File: src/rtl/j1_io_pkg.sv
// ============================================================================
// j1_io_pkg : register map, STATUS bit positions and FSM states for j1_io_uart
// Revision  : 1.0
// ============================================================================
`default_nettype none

package j1_io_pkg;

  localparam logic [11:0] REG_DATA   = 12'd0;
  localparam logic [11:0] REG_STATUS = 12'd1;
  localparam logic [11:0] REG_DIV    = 12'd2;

  localparam int ST_TX_FULL    = 0;
  localparam int ST_TX_IDLE    = 1;
  localparam int ST_RX_VALID   = 2;
  localparam int ST_RX_OVERRUN = 3;
  localparam int ST_FRAME_ERR  = 4;

  typedef enum logic [1:0] {TX_IDLE, TX_START, TX_DATA, TX_STOP} tx_state_e;
  typedef enum logic [1:0] {RX_IDLE, RX_START, RX_DATA, RX_STOP} rx_state_e;

  // A bit shorter than two clocks would leave no room for the RX half-bit sample.
  function automatic logic [15:0] clamp_div(input logic [15:0] v);
    return (v < 16'd2) ? 16'd2 : v;
  endfunction

endpackage

`default_nettype wire

File: src/rtl/j1_uart_txfifo.sv
// ============================================================================
// j1_uart_txfifo : synchronous FIFO; pushes while full are dropped
// Revision       : 1.0
// ============================================================================
`default_nettype none

module j1_uart_txfifo #(
  parameter int WIDTH = 8,
  parameter int DEPTH = 4
) (
  input  logic             clk_i,
  input  logic             rst_i,
  input  logic             push_i,
  input  logic [WIDTH-1:0] data_i,
  input  logic             pop_i,
  output logic             full_o,
  output logic             empty_o,
  output logic [WIDTH-1:0] data_o
);

  localparam int AW = $clog2(DEPTH);
  localparam logic [AW:0] FULL_CNT = (AW+1)'(DEPTH);

  logic [WIDTH-1:0] mem_q [DEPTH];
  logic [AW-1:0]    wr_ptr_q, rd_ptr_q;
  logic [AW:0]      count_q;
  logic             do_push, do_pop;

  assign full_o  = (count_q == FULL_CNT);
  assign empty_o = (count_q == '0);
  assign data_o  = mem_q[rd_ptr_q];
  // Full is judged on the registered count, so a simultaneous pop cannot make room.
  assign do_push = push_i && !full_o;
  assign do_pop  = pop_i && !empty_o;

  always_ff @(posedge clk_i) begin
    if (do_push) mem_q[wr_ptr_q] <= data_i;
  end

  always_ff @(posedge clk_i) begin
    if (rst_i) begin
      wr_ptr_q <= '0;
      rd_ptr_q <= '0;
      count_q  <= '0;
    end else begin
      if (do_push) wr_ptr_q <= wr_ptr_q + 1'b1;
      if (do_pop)  rd_ptr_q <= rd_ptr_q + 1'b1;
      case ({do_push, do_pop})
        2'b10:   count_q <= count_q + 1'b1;
        2'b01:   count_q <= count_q - 1'b1;
        default: count_q <= count_q;
      endcase
    end
  end

endmodule

`default_nettype wire

File: src/rtl/j1_io_uart.sv
// ============================================================================
// j1_io_uart : j1 IO-bus UART (DATA/STATUS/DIV), 8N1 TX with FIFO, optional RX
// Build macro: J1_UART_RX_EN enables the receive path.   Revision: 1.0
// ============================================================================
`default_nettype none

module j1_io_uart
  import j1_io_pkg::*;
#(
  parameter logic [11:0] BASE_ADDR    = 12'hF00,
  parameter logic [15:0] DIV_RESET    = 16'd434,
  parameter int          TXFIFO_DEPTH = 4
) (
  input  logic        sys_clk_i,
  input  logic        sys_rst_i,
  input  logic        io_rd,
  input  logic        io_wr,
  input  logic [11:0] io_addr,
  input  logic [15:0] io_dout,
  output logic [15:0] io_din,
  output logic        uart_txd_o,
  input  logic        uart_rxd_i
);

  logic [11:0] offset;
  logic        rd_en, wr_data, wr_div;
  logic [15:0] div_q, io_din_q, status, rdata;
  logic        fifo_full, fifo_empty, fifo_pop;
  logic [7:0]  fifo_data;
  logic [7:0]  rx_data;
  logic        rx_valid, rx_ovr, rx_ferr;

  assign offset  = io_addr - BASE_ADDR;
  assign rd_en   = io_rd && !io_wr;
  assign wr_data = io_wr && (offset == REG_DATA);
  assign wr_div  = io_wr && (offset == REG_DIV);

  j1_uart_txfifo #(.WIDTH(8), .DEPTH(TXFIFO_DEPTH)) u_txfifo (
    .clk_i   (sys_clk_i),
    .rst_i   (sys_rst_i),
    .push_i  (wr_data),
    .data_i  (io_dout[7:0]),
    .pop_i   (fifo_pop),
    .full_o  (fifo_full),
    .empty_o (fifo_empty),
    .data_o  (fifo_data)
  );

  tx_state_e   tx_state_q, tx_state_d;
  logic [15:0] tx_cnt_q, tx_cnt_d, tx_div_q, tx_div_d;
  logic [2:0]  tx_bit_q, tx_bit_d;
  logic [7:0]  tx_sh_q, tx_sh_d;
  logic        txd_q, txd_d, launch;

  always_comb begin
    tx_state_d = tx_state_q;
    tx_cnt_d   = tx_cnt_q;
    tx_div_d   = tx_div_q;
    tx_bit_d   = tx_bit_q;
    tx_sh_d    = tx_sh_q;
    txd_d      = txd_q;
    fifo_pop   = 1'b0;
    launch     = 1'b0;
    case (tx_state_q)
      TX_IDLE: begin
        txd_d  = 1'b1;
        launch = !fifo_empty;
      end
      TX_START: begin
        if (tx_cnt_q == '0) begin
          tx_cnt_d   = tx_div_q - 16'd1;
          tx_bit_d   = 3'd0;
          txd_d      = tx_sh_q[0];
          tx_state_d = TX_DATA;
        end else tx_cnt_d = tx_cnt_q - 16'd1;
      end
      TX_DATA: begin
        if (tx_cnt_q == '0) begin
          tx_cnt_d = tx_div_q - 16'd1;
          if (tx_bit_q == 3'd7) begin
            txd_d      = 1'b1;
            tx_state_d = TX_STOP;
          end else begin
            tx_bit_d = tx_bit_q + 3'd1;
            tx_sh_d  = {1'b0, tx_sh_q[7:1]};
            txd_d    = tx_sh_q[1];
          end
        end else tx_cnt_d = tx_cnt_q - 16'd1;
      end
      TX_STOP: begin
        if (tx_cnt_q == '0) begin
          tx_state_d = TX_IDLE;
          launch     = !fifo_empty;
        end else tx_cnt_d = tx_cnt_q - 16'd1;
      end
      default: tx_state_d = TX_IDLE;
    endcase
    // Launching straight out of STOP gives back-to-back frames with no idle gap.
    if (launch) begin
      fifo_pop   = 1'b1;
      tx_sh_d    = fifo_data;
      tx_div_d   = div_q;
      tx_cnt_d   = div_q - 16'd1;
      txd_d      = 1'b0;
      tx_state_d = TX_START;
    end
  end

  always_ff @(posedge sys_clk_i) begin
    if (sys_rst_i) begin
      tx_state_q <= TX_IDLE;
      tx_cnt_q   <= '0;
      tx_div_q   <= DIV_RESET;
      tx_bit_q   <= '0;
      tx_sh_q    <= '0;
      txd_q      <= 1'b1;
      div_q      <= DIV_RESET;
      io_din_q   <= '0;
    end else begin
      tx_state_q <= tx_state_d;
      tx_cnt_q   <= tx_cnt_d;
      tx_div_q   <= tx_div_d;
      tx_bit_q   <= tx_bit_d;
      tx_sh_q    <= tx_sh_d;
      txd_q      <= txd_d;
      if (wr_div) div_q <= clamp_div(io_dout);
      if (rd_en)  io_din_q <= rdata;
    end
  end

`ifdef J1_UART_RX_EN
  rx_state_e   rx_state_q, rx_state_d;
  logic [15:0] rx_cnt_q, rx_cnt_d, rx_div_q, rx_div_d;
  logic [2:0]  rx_bit_q, rx_bit_d;
  logic [7:0]  rx_sh_q, rx_sh_d, rx_data_q;
  logic        rx_s1_q, rx_s2_q, rx_prev_q;
  logic        rx_valid_q, rx_ovr_q, rx_ferr_q;
  logic        rx_good, rx_bad, rd_data, rd_status;

  assign rd_data   = rd_en && (offset == REG_DATA);
  assign rd_status = rd_en && (offset == REG_STATUS);

  always_comb begin
    rx_state_d = rx_state_q;
    rx_cnt_d   = rx_cnt_q;
    rx_div_d   = rx_div_q;
    rx_bit_d   = rx_bit_q;
    rx_sh_d    = rx_sh_q;
    rx_good    = 1'b0;
    rx_bad     = 1'b0;
    case (rx_state_q)
      RX_IDLE: begin
        if (rx_prev_q && !rx_s2_q) begin
          rx_div_d   = div_q;
          rx_cnt_d   = (div_q >> 1) - 16'd1;
          rx_state_d = RX_START;
        end
      end
      RX_START: begin
        if (rx_cnt_q == '0) begin
          if (!rx_s2_q) begin
            rx_cnt_d   = rx_div_q - 16'd1;
            rx_bit_d   = 3'd0;
            rx_state_d = RX_DATA;
          end else rx_state_d = RX_IDLE;
        end else rx_cnt_d = rx_cnt_q - 16'd1;
      end
      RX_DATA: begin
        if (rx_cnt_q == '0) begin
          rx_sh_d  = {rx_s2_q, rx_sh_q[7:1]};
          rx_cnt_d = rx_div_q - 16'd1;
          rx_bit_d = rx_bit_q + 3'd1;
          if (rx_bit_q == 3'd7) rx_state_d = RX_STOP;
        end else rx_cnt_d = rx_cnt_q - 16'd1;
      end
      RX_STOP: begin
        if (rx_cnt_q == '0) begin
          rx_good    = rx_s2_q;
          rx_bad     = !rx_s2_q;
          rx_state_d = RX_IDLE;
        end else rx_cnt_d = rx_cnt_q - 16'd1;
      end
      default: rx_state_d = RX_IDLE;
    endcase
  end

  always_ff @(posedge sys_clk_i) begin
    if (sys_rst_i) begin
      rx_state_q <= RX_IDLE;
      rx_cnt_q   <= '0;
      rx_div_q   <= DIV_RESET;
      rx_bit_q   <= '0;
      rx_sh_q    <= '0;
      rx_data_q  <= '0;
      rx_s1_q    <= 1'b1;
      rx_s2_q    <= 1'b1;
      rx_prev_q  <= 1'b1;
      rx_valid_q <= 1'b0;
      rx_ovr_q   <= 1'b0;
      rx_ferr_q  <= 1'b0;
    end else begin
      rx_state_q <= rx_state_d;
      rx_cnt_q   <= rx_cnt_d;
      rx_div_q   <= rx_div_d;
      rx_bit_q   <= rx_bit_d;
      rx_sh_q    <= rx_sh_d;
      rx_s1_q    <= uart_rxd_i;
      rx_s2_q    <= rx_s1_q;
      rx_prev_q  <= rx_s2_q;
      if (rx_good && !rx_valid_q) rx_data_q <= rx_sh_q;
      // Set terms are OR-ed last so a same-cycle read cannot swallow a new event.
      rx_valid_q <= (rx_valid_q && !rd_data) || (rx_good && !rx_valid_q);
      rx_ovr_q   <= (rx_ovr_q && !rd_status) || (rx_good && rx_valid_q);
      rx_ferr_q  <= (rx_ferr_q && !rd_status) || rx_bad;
    end
  end

  assign rx_data  = rx_data_q;
  assign rx_valid = rx_valid_q;
  assign rx_ovr   = rx_ovr_q;
  assign rx_ferr  = rx_ferr_q;
`else
  logic rxd_unused;
  assign rxd_unused = uart_rxd_i;
  assign rx_data    = 8'h00;
  assign rx_valid   = 1'b0;
  assign rx_ovr     = 1'b0;
  assign rx_ferr    = 1'b0;
`endif

  always_comb begin
    status                = '0;
    status[ST_TX_FULL]    = fifo_full;
    status[ST_TX_IDLE]    = fifo_empty && (tx_state_q == TX_IDLE);
    status[ST_RX_VALID]   = rx_valid;
    status[ST_RX_OVERRUN] = rx_ovr;
    status[ST_FRAME_ERR]  = rx_ferr;
  end

  always_comb begin
    rdata = '0;
    case (offset)
      REG_DATA:   rdata = {8'h00, rx_data};
      REG_STATUS: rdata = status;
      REG_DIV:    rdata = div_q;
      default:    rdata = '0;
    endcase
  end

  assign io_din     = io_din_q;
  assign uart_txd_o = txd_q;

endmodule

`default_nettype wire

File: config.mk
export PLATFORM = sky130hd
export DESIGN_NAME = j1_io_uart
export DESIGN_NICKNAME = d
export VERILOG_FILES = /design/src/rtl/j1_io_pkg.sv /design/src/rtl/j1_uart_txfifo.sv /design/src/rtl/j1_io_uart.sv
export SDC_FILE = /design/constraint.sdc
export NUM_CORES = 1
export LEC_CHECK = 0
export ABC_AREA = 1
export BUFFER_PORTS_ARGS = -buffer_cell sky130_fd_sc_hd__buf_2
export CAP_MARGIN = 20
export CORE_ASPECT_RATIO = 1.75
export CORE_MARGIN = 4
export CORE_UTILIZATION = 35
export DETAILED_ROUTE_END_ITERATION = 7
export HOLD_SLACK_MARGIN = 0.12
export PLACE_DENSITY_LB_ADDON = 0.1
export SETUP_SLACK_MARGIN = 0.5
export SYNTH_ARGS = -nofsm -noshare
export SYNTH_HDL_FRONTEND = slang
export SYNTH_SLANG_ARGS = --single-unit
File: constraint.sdc
create_clock -name sys_clk_i -period 3.6 [get_ports sys_clk_i]
set_input_delay 0.18 -clock sys_clk_i [delete_from_list [all_inputs] [get_ports sys_clk_i]]
set_output_delay 0.18 -clock sys_clk_i [all_outputs]
set_load 0.01 [all_outputs]
==> flow_summary.yaml, run 1 <==
status:
  status: "completed"
clock_network:
  clock_latency_ns: 0.42
  clock_sink_count: 119
  cts_buffer_depth: 2
  post_cts_buffers: 0
  cts_root_buffer: "clkbuf_16"
  cts_tree: "yes"
  cts_htree_levels: 4
  cts_buffers: 17
  cts.reportedPaths.clkPinSlew_ns: 0.06
sta:
  relSlewSlack_pct: 49.1
  period_minus_slack_ns: 2.59
  finalCritPeriodShare_pct: 72.0
  setup_viol: 0
  final_hold_viol_count: 0
  fin_skew_ns: 0.00764
  final-max-slew-violation-count: 0
  hold_ws_ns: 0.135
  finalSetupTns_ns: 0
  max_clock_freq_ghz: 0.386
  worst_slew_pin_slew_ns: 0.761
  rsz0062_at_grt: "false"
worst_setup_path:
  path_max_fanout: 4
  worstPathCellList: "inv_1 -> ha_1 -> inv_1 -> nor2_1 -> nand2_1 -> nor2_4 -> nand3_4 -> a21oi_4 -> ha_1 -> inv_1 -> fa_1 -> a21oi_1 -> o21ai_0 -> o21ai_0 -> a21oi_1"
  slowest_stage: "fa_1"
  crit_path_end_kind: "flop"
  required_ns: 3.90
  crit_top_cell: "inv_1"
  crit_arrival_ns: 2.89
  path_class: "flop to flop"
  critical_path.max_stage_delay_ns: 0.37
  start_kind: "flop"
floorplan:
  io-pin-count: 50
  core_area_sq_mm: 0.0180
  die_h_microns: 186
  start_util_pct: 35.4
  die_area_sq_mm: 0.0205
  row_count: 65
  die_w_microns: 110
synthesis:
  synth.avg_cell_area_sq_um: 7.15
  synthFlopType: "dfxtp_1"
  yosysSeqAreaShare_pct: 42.5
  ys_types: 35
  synth_edf_count: 32
  syn-cell-area_sq_mm: 0.00636
  synthArstFlopShare_pct: 0
  synth_nets: 939
  syn_inst: 889
  ys_ff_latch: 119
  synth_warnings: 0
grt:
  grt_overflow: 0
  grt_pass1_vias: 5661
  grt.total_usage_pct: 18.0
  grt_start_max_net_pins: 59
  grt_pass1_wl_mm: 28.4
  antenna_found_initial: 0
detailed_routing:
  drc: 0
  wl_per_cell_microns: 14.8
  dr_total_vias: 5712
  route.antenna.remaining_nets: 0
  first_iter_violations: 167
  vias_per_cell: 4.78
  drt-pass1-iter-count: 4
  wirelength_mm: 17.7
pwr:
  pwr-share-comb_pct: 41.9
  ir_drop_v: 0.000353
  p_sw_uw: 2520
  p_per_area_mw_per_mm2: 810
  pwr-share-seq_pct: 29.3
  p_leak_uw: 0.00332
  power.internal_uw: 3610
  power.share.clock_pct: 28.8
  p_sw_share_pct: 41.2
place:
  io_buffers: 48
  gp_congestion: 0.833
  placed_cell_area_sq_mm: 0.00679
  dpl.cell_count: 1147
  place_hpwl_mm: 13.1
finish:
  insertedDiodeCount: 0
  multiInputGateArea_sq_mm: 0.00311
  seq_area_sq_mm: 0.00270
  syn2layout_area_growth_pct: 18.9
  finalInstanceArea_sq_mm: 0.00756
  fillers: 1872
  drive_gt1_share_pct: 10.3
  instances_no_fill: 1195
  nets: 998
hold_path:
  min_path_type: "input pin to flop"
flow_run:
  cap_violations: 0
-- timing repair --
item	4_1_cts	5_1_grt
hold endpoints to repair	46	0
resized for setup	0	0
hold buffers	16	0
-- cells by family after synthesis --
family | synth area share, %
xor+xnor | 2.34
compound gates | 13.8
simple gates | 29.3
flops | 42.5
buf+inv | 8.60
fa+ha+maj | 3.46
-- metrics by stage --
step	setup slack (ns)	utilization, %	total power [uW]
after floorplan	1.10	-	3820
after global placement	1.06	37.8	4400
after detailed placement	1.02	37.8	4400
after CTS	0.990	42.1	6200
after global routing	0.837	42.1	6630
final	1.01	42.1	6130
-- state kept, by name, indices dropped and copies added, names as in the netlist, named ones only --
register and count:
u_txfifo.rd_ptr_q 2, io_din 16, tx_cnt_q 16, tx_bit_q 3, tx_state_q 2, tx_sh_q 8, u_txfifo.wr_ptr_q 2, u_txfifo.count_q 3
u_txfifo.mem_q 32, div_q 16, uart_txd_o 1, tx_div_q 16
-- power by group through the flow --
stage	clock, uW	sequential (uW)	combinational, uW
2_1_floorplan	0	1780	2040
3_3_place_gp	0	1820	2580
3_5_place_dp	0	1820	2580
4_1_cts	1800	1790	2610
5_1_grt	1850	1830	2950
6_report	1770	1800	2570
-- metal layers --
| layer | track usage [%] | up-vias | share of wire (%) |
|---|---|---|---|
| li1 | - | 3021 | - |
| met1 | 19.1 | 2576 | 39 |
| met2 | 33.4 | 85 | 55 |
| met3 | 3.08 | 30 | 2.7 |
| met4 | 7.92 | 0 | 2.5 |
| met5 | 0 | - | 0 |
-- Yosys cell counts (4+ instances only) --
cell type	n	share of area, %
nand3_1	81	6.4
nand4_1	10	0.98
nand2_1	203	12
dfxtp_1	87	27
nor3_1	5	0.39
o21ai_1	4	0.31
inv_1	106	6.3
xor2_1	14	1.9
a21oi_1	55	4.3
ha_1	16	3.1
a211oi_1	7	0.83
buf_2	8	0.63
edfxtp_1	32	15
o211ai_1	7	0.83
o22ai_1	7	0.69
clkbuf_1	19	1.1
o21ai_0	72	5.7
nor2_1	124	7.3
-- worst paths after layout --
check | from | end | slack, ns | cells after the start
max reg2reg | tx_cnt_q[0] | u_txfifo.count_q[2] | 1.01 | 15
min | io_rd | io_din[0] | 0.14 | 4
min reg2reg | u_txfifo.count_q[0] | u_txfifo.count_q[0] | 0.45 | 1
max | tx_cnt_q[0] | u_txfifo.count_q[2] | 1.01 | 15
-- layout make-up --
type,instances,share of cell area [%]
multi-input combinational,633,41.1
sequential,119,35.7
timing repair buffer,70,5.89
clock buffer,18,5.67
inverter,107,5.31
tap,234,3.87
clock inverter,14,2.40
-- worst max-delay path, delay by kind of cell (launching register included) --
kind            cells  cell delay (ns)
fa+ha+maj           3             0.75
compound gates      5             0.63
simple gates        4             0.54
flops               1             0.33
buf+inv             3             0.21
-- cells in the final DEF (no fill, tap or decap), types with 10 or more instances in the layout --
cell	count
nand2_1	203
nor2_1	124
inv_1	106
dfxtp_1	87
nand3_1	81
o21ai_0	72
a21oi_1	55
buf_2	48
edfxtp_1	32
clkbuf_16	17
ha_1	16
dlygate4sd3_1	16
xor2_1	14
nand4_1	10
Note: power is estimated with default switching activity, not from simulation.
==> run 2, diff against run 1 <==
Settings changed: ABC_AREA 1 to 0.
Clock period 3.6 ns to 2.32 ns, I/O delays scaled along.
==> run 2 against run 1 <==
Net effect: total power is 12% higher; the flow now finishes with violations (negative setup slack); sequential share of layout area is 2.5 points lower; largest cell class unchanged; clock skew is 0.0044 ns higher; worst hold slack better by 0.015 ns; cell count is 17% lower; combinational power is 26% lower; clock-buffer cell count is 1 higher; global-route usage is 0.83 points higher; synthesized cell count is 29% lower; die area is 7.5% lower.
==> flow_summary.yaml, run 2 <==
synthesis:
  syn_inst: 631
  yosysMostFrequentCell: "nand2_1"
  synthArstFlopShare_pct: 0
  synth.avg_cell_area_sq_um: 9.28
  synthFlopType: "dfxtp_1"
  yosys-top-cells-count: "nand2_1 (99), dfxtp_1 (87), a21oi_1 (56)"
  ys_ff_latch: 119
  ys_types: 66
  synthTopCellsByArea: "dfxtp_1 (30%), edfxtp_1 (16%), nand2_1 (6.3%)"
  syn-cell-area_sq_mm: 0.00586
  yosysSeqAreaShare_pct: 46.1
  synth_warnings: 0
  synth_top_area_share_pct: 29.7
  yosys.area.top_type: "dfxtp_1"
  synth_edf_count: 32
  synth_nets: 681
sta:
  final_hold_viol_count: 0
  relSlewSlack_pct: 45.3
  final-max-slew-violation-count: 0
  max_clock_freq_ghz: 0.430
  finalCritPeriodShare_pct: 100
  period_minus_slack_ns: 2.33
  rsz0062_at_grt: "true"
  setup_viol: 1
  setup_slack_ns: -0.00671
  worst_slew_pin_slew_ns: 0.821
  fin_skew_ns: 0.0120
grt:
  grt_overflow: 0
  grt_pass1_wl_mm: 27.9
  grt.total_usage_pct: 18.8
  grt_start_max_net_pins: 72
  grt_pass1_vias: 5349
  antenna_found_initial: 0
place:
  gp_congestion: 0.808
  place_hpwl_mm: 12.1
  placed_cell_area_sq_mm: 0.00673
  io_buffers: 48
clock_network:
  clock_latency_ns: 0.41
  cts_buffer_depth: 2
  cts_htree_levels: 4
  cts.reportedPaths.clkPinSlew_ns: 0.06
  cts_tree: "yes"
  cts_root_buffer: "clkbuf_16"
  clock_sink_count: 119
  cts_buffers: 17
finish:
  drive_gt1_share_pct: 33.8
  final_common_cell: "nand2_1"
  largest_reg_flops: 32
  regMostFlops: "u_txfifo.mem_q"
  syn2layout_area_growth_pct: 39.6
  insertedDiodeCount: 0
  finalInstanceArea_sq_mm: 0.00818
  nets: 809
  layout_common_cells: "nand2_1 (98), dfxtp_1 (76), buf_4 (54), a21oi_1 (51), buf_2 (47)"
floorplan:
  die_w_microns: 106
  die_h_microns: 179
  io-pin-count: 50
  core_area_sq_mm: 0.0164
  row_count: 62
  die_area_sq_mm: 0.0189
  start_util_pct: 35.6
detailed_routing:
  wl_per_cell_microns: 17.6
  drc: 0
  vias_per_cell: 5.25
  wirelength_mm: 17.5
  dr_total_vias: 5231
  first_iter_violations: 192
  drt-pass1-iter-count: 4
  route.antenna.remaining_nets: 0
pwr:
  p_leak_uw: 0.00306
  finalPower_uw: 6880
  ir_drop_v: 0.000523
  p_per_area_mw_per_mm2: 841
worst_setup_path:
  crit_arrival_ns: 2.66
  crit_path_end_kind: "flop"
  path_class: "flop to flop"
  path_max_fanout: 2
  required_ns: 2.65
  slowest_stage: "dfxtp_2"
  critical_path.max_stage_delay_ns: 0.32
  worstPathCellList: "inv_2 -> ha_4 -> nor4b_4 -> nand3_2 -> o21a_1 -> inv_2 -> ha_4 -> inv_2 -> fa_2 -> xor2_1 -> or3_1 -> a21oi_1"
  crit_top_cell: "inv_2"
  start_kind: "flop"
status:
  violations: "negative setup slack"
  status: "finished with violations"
hold_path:
  min_path_type: "input pin to flop"
flow_run:
  cap_violations: 0
## run 2: worst max-delay path, delay by kind of cell (launching register included)
family,cells,cell delay [ns]
adder cells (fa/ha/maj),3,0.57
buffers and inverters,3,0.19
AO/OA/AOI/OAI,2,0.34
AND/OR/NAND/NOR,3,0.67
XOR/XNOR,1,0.16
flip-flops,1,0.32
## run 2: metal layers
layer	wire length, microns	share of wire [%]	global-route usage [%]
met1	6790	39	20.8
met2	9800	56	36.0
met4	489	2.8	7.51
met5	0	0	0
met3	415	2.4	2.45
## run 2: cell type report
class | instances | area [sq um]
clock inverter | 13 | 169
timing repair buffer | 147 | 1190
sequential | 119 | 2720
inverter | 25 | 93.8
tap | 224 | 280
multi-input combinational | 449 | 3270
fill | 1634 | 8270
clock buffer | 19 | 454
## run 2: path summary, 6_finish.rpt
kind          startpoint                   to  slack, ns  cells past startpoint
max          tx_cnt_q[1]  u_txfifo.count_q[2]     -0.007                     12
min reg2reg    io_din[6]            io_din[6]       0.45                      2
min                io_wr             div_q[4]       0.15                      4
max reg2reg  tx_cnt_q[1]  u_txfifo.count_q[2]     -0.007                     12
## run 2: through the flow
step	setup TNS [ns]	setup WS (ns)	instances	util (%)	hold WS (ns)
6_report	-0.00671	-0.00671	996	49.7	0.151
5_1_grt	-0.107	-0.107	996	49.7	0.190
4_1_cts	-0.0234	-0.0234	987	48.4	0.228
3_5_place_dp	-0.464	-0.237	916	40.9	0.376
3_3_place_gp	-0.300	-0.170	916	40.9	0.362
2_1_floorplan	-0.296	-0.184	631	-	0.215
## run 2: power breakdown
part	leakage (uW)	switching (uW)	internal, uW	total (uW)
Sequential	0.000992	26.3	2160	2190
Combinational	0.00176	933	974	1910
Clock	0.000305	1020	1770	2790
Total	0.00306	1980	4900	6880
## run 2: kinds of logic after synthesis
group / Yosys count / synth area share (%)
simple gates: 247 / 21.3
compound gates: 135 / 14.7
flops: 119 / 46.1
buf+inv: 64 / 4.64
xor+xnor: 31 / 4.64
mux: 18 / 4.81
fa+ha+maj: 17 / 3.76
## run 2: timing repair
item	CTS	global route
buffers inserted	23	8
gates resized for setup	68	33
endpoints found under the hold margin	47	0
hold buffers	16	0
pin swaps	40	21
endpoints found under the setup margin	57	103
gates cloned	0	1
==> run 3, diff against run 2 <==
Settings changed: SYNTH_HIERARCHICAL set to 1.
==> run 3 against run 2 <==
Net effect: the run still ends with negative setup slack left; die area increased by 1.1%; maximum frequency down 11%; cell count up 0.60%; sequential power is essentially flat; flip-flop and latch count unchanged; critical path type unchanged; largest cell class unchanged.
==> flow_summary.yaml, run 3 <==
finish:
  final_common_cell: "dfxtp_1"
  drive_gt1_share_pct: 39.2
  largest_reg_flops: 32
  insertedDiodeCount: 0
  instances_no_fill: 1002
  regMostFlops: "u_txfifo/mem_q"
  syn2layout_area_growth_pct: 45.2
  nets: 814
  final_util_pct: 52.1
  finalInstanceArea_sq_mm: 0.00860
  layout_common_cells: "dfxtp_1 (79), buf_4 (75), nand2_1 (71), nor2_1 (55), buf_2 (48)"
sta:
  relSlewSlack_pct: 55.6
  setup_slack_ns: -0.294
  period_minus_slack_ns: 2.61
  final-max-slew-violation-count: 0
  rsz0062_at_grt: "true"
  setup_viol: 2
  worst_slew_pin_slew_ns: 0.666
  max_clock_freq_ghz: 0.383
  finalCritPeriodShare_pct: 113
  fin_skew_ns: 0.0140
  final_hold_viol_count: 0
synthesis:
  yosysMostFrequentCell: "dfxtp_1"
  synth_edf_count: 32
  synth_top_area_share_pct: 29.4
  synthArstFlopShare_pct: 0
  yosys.area.top_type: "dfxtp_1"
  synthFlopType: "dfxtp_1"
  synth.avg_cell_area_sq_um: 9.73
  synth_warnings: 6
  synth_nets: 658
  syn_inst: 609
  ys_types: 70
  syn-cell-area_sq_mm: 0.00593
  yosys-top-cells-count: "dfxtp_1 (87), nand2_1 (74), nor2_1 (65)"
  synthTopCellsByArea: "dfxtp_1 (29%), edfxtp_1 (16%), nand2_1 (4.7%)"
  ys_ff_latch: 119
  yosysSeqAreaShare_pct: 45.6
place:
  dpl.cell_count: 920
  gp_congestion: 0.865
  post-place-ws_ns: -0.278
  io_buffers: 48
  place_hpwl_mm: 12.9
  placed_cell_area_sq_mm: 0.00699
pwr:
  finalPower_uw: 6610
  ir_drop_v: 0.000507
  p_leak_uw: 0.00334
  p_per_area_mw_per_mm2: 769
clock_network:
  cts_root_buffer: "clkbuf_16"
  clock_sink_count: 119
  clock_latency_ns: 0.42
  cts.reportedPaths.clkPinSlew_ns: 0.06
  cts_tree: "yes"
  cts_htree_levels: 4
  cts_buffers: 17
  cts_buffer_depth: 2
floorplan:
  io-pin-count: 50
  core_area_sq_mm: 0.0165
  die_area_sq_mm: 0.0192
  die_w_microns: 106
  die_h_microns: 180
  start_util_pct: 35.9
  row_count: 62
detailed_routing:
  dr_total_vias: 5256
  drt-pass1-iter-count: 4
  route.antenna.remaining_nets: 0
  wirelength_mm: 18.9
  first_iter_violations: 216
  drc: 0
  vias_per_cell: 5.25
  wl_per_cell_microns: 18.9
grt:
  grt_overflow: 0
  grt_start_max_net_pins: 60
  antenna_found_initial: 0
  grt.total_usage_pct: 18.6
  grt_pass1_wl_mm: 27.8
  grt_pass1_vias: 5302
worst_setup_path:
  slowest_stage: "or4b_4"
  critical_path.max_stage_delay_ns: 0.48
  path_max_fanout: 3
  path_class: "flop to flop"
  required_ns: 2.66
  worstPathCellList: "ha_4 -> or4b_4 -> nor2_4 -> a31oi_4 -> clkinv_4 -> o31ai_4 -> inv_2 -> ha_4 -> inv_2 -> fa_2 -> xor2_1 -> or3_1 -> a21oi_2"
  crit_path_end_kind: "flop"
  crit_arrival_ns: 2.96
  start_kind: "flop"
flow_run:
  cap_violations: 0
status:
  violations: "negative setup slack"
  status: "finished with violations"
hold_path:
  min_path_type: "input pin to flop"
run 3: logic make-up (layout without fill, tap and decap cells):
group	Yosys count	count (layout)	synth area share (%)
muxes	21	21	5.34
and+or+nand+nor	242	242	21.5
adders and majority gates	16	16	3.50
AOI/OAI and AO/OA	129	129	15.6
DFF	119	119	45.6
xor gates and xnor gates	32	32	4.73
buffers and inverters	50	219	3.78
run 3: what timing repair did:
item / 4_1_cts / 5_1_grt
setup buffers: 2 / 24
endpoints found under the hold margin: 51 / 0
hold buffers: 17 / 0
endpoints found under the setup margin: 52 / 90
cloned: 1 / 6
pin swaps: 9 / 24
resized for setup: 29 / 83
run 3: worst paths after layout:
path	start	to	slack, ns	depth (start not counted)
max reg2reg	tx_state_q[1]	u_txfifo/count_q[2]	-0.29	13
min	io_rd	io_din[1]	0.18	4
max	tx_state_q[1]	u_txfifo/count_q[2]	-0.29	13
min reg2reg	tx_sh_q[7]	tx_sh_q[7]	0.47	2
run 3: area by class of cell:
cell class | count | area, sq um
Inverter | 17 | 71.3
Timing Repair Buffer | 170 | 1430
Sequential cell | 119 | 2720
Clock buffer | 17 | 425
Clock inverter | 15 | 203
Fill cell | 1486 | 7920
Multi-Input combinational cell | 440 | 3480
Tap cell | 224 | 280
run 3: power breakdown:
group | switching (uW) | internal (uW) | leakage (uW) | total, uW
Clock | 1090 | 1740 | 0.000310 | 2830
Sequential | 19.8 | 2150 | 0.000992 | 2170
Combinational | 827 | 786 | 0.00203 | 1610
run 3: worst max-delay path, delay by kind of cell (launching register included):
kind                     cells  cell delay [ns]
buffers and inverters        3             0.18
flip-flops                   1             0.37
AND/OR/NAND/NOR              3             0.93
adder cells (fa/ha/maj)      3             0.59
XOR/XNOR                     1             0.15
AO/OA/AOI/OAI                3             0.31
run 3: per-stage QoR:
step | setup TNS, ns | hold slack [ns]
3_3_place_gp | -0.562 | 0.377
4_1_cts | -0.750 | 0.175
5_1_grt | -0.603 | 0.203
2_1_floorplan | -0.996 | 0.215
6_report | -0.458 | 0.181
3_5_place_dp | -0.869 | 0.383
run 3: per-layer routing:
metal | up-vias | routed length [microns] | track usage (%)
li1 | 2536 | - | -
met1 | 2541 | 6920 | 19.6
met2 | 138 | 10700 | 34.9
met3 | 41 | 573 | 2.72
met4 | 0 | 687 | 9.60
met5 | - | 0 | 0
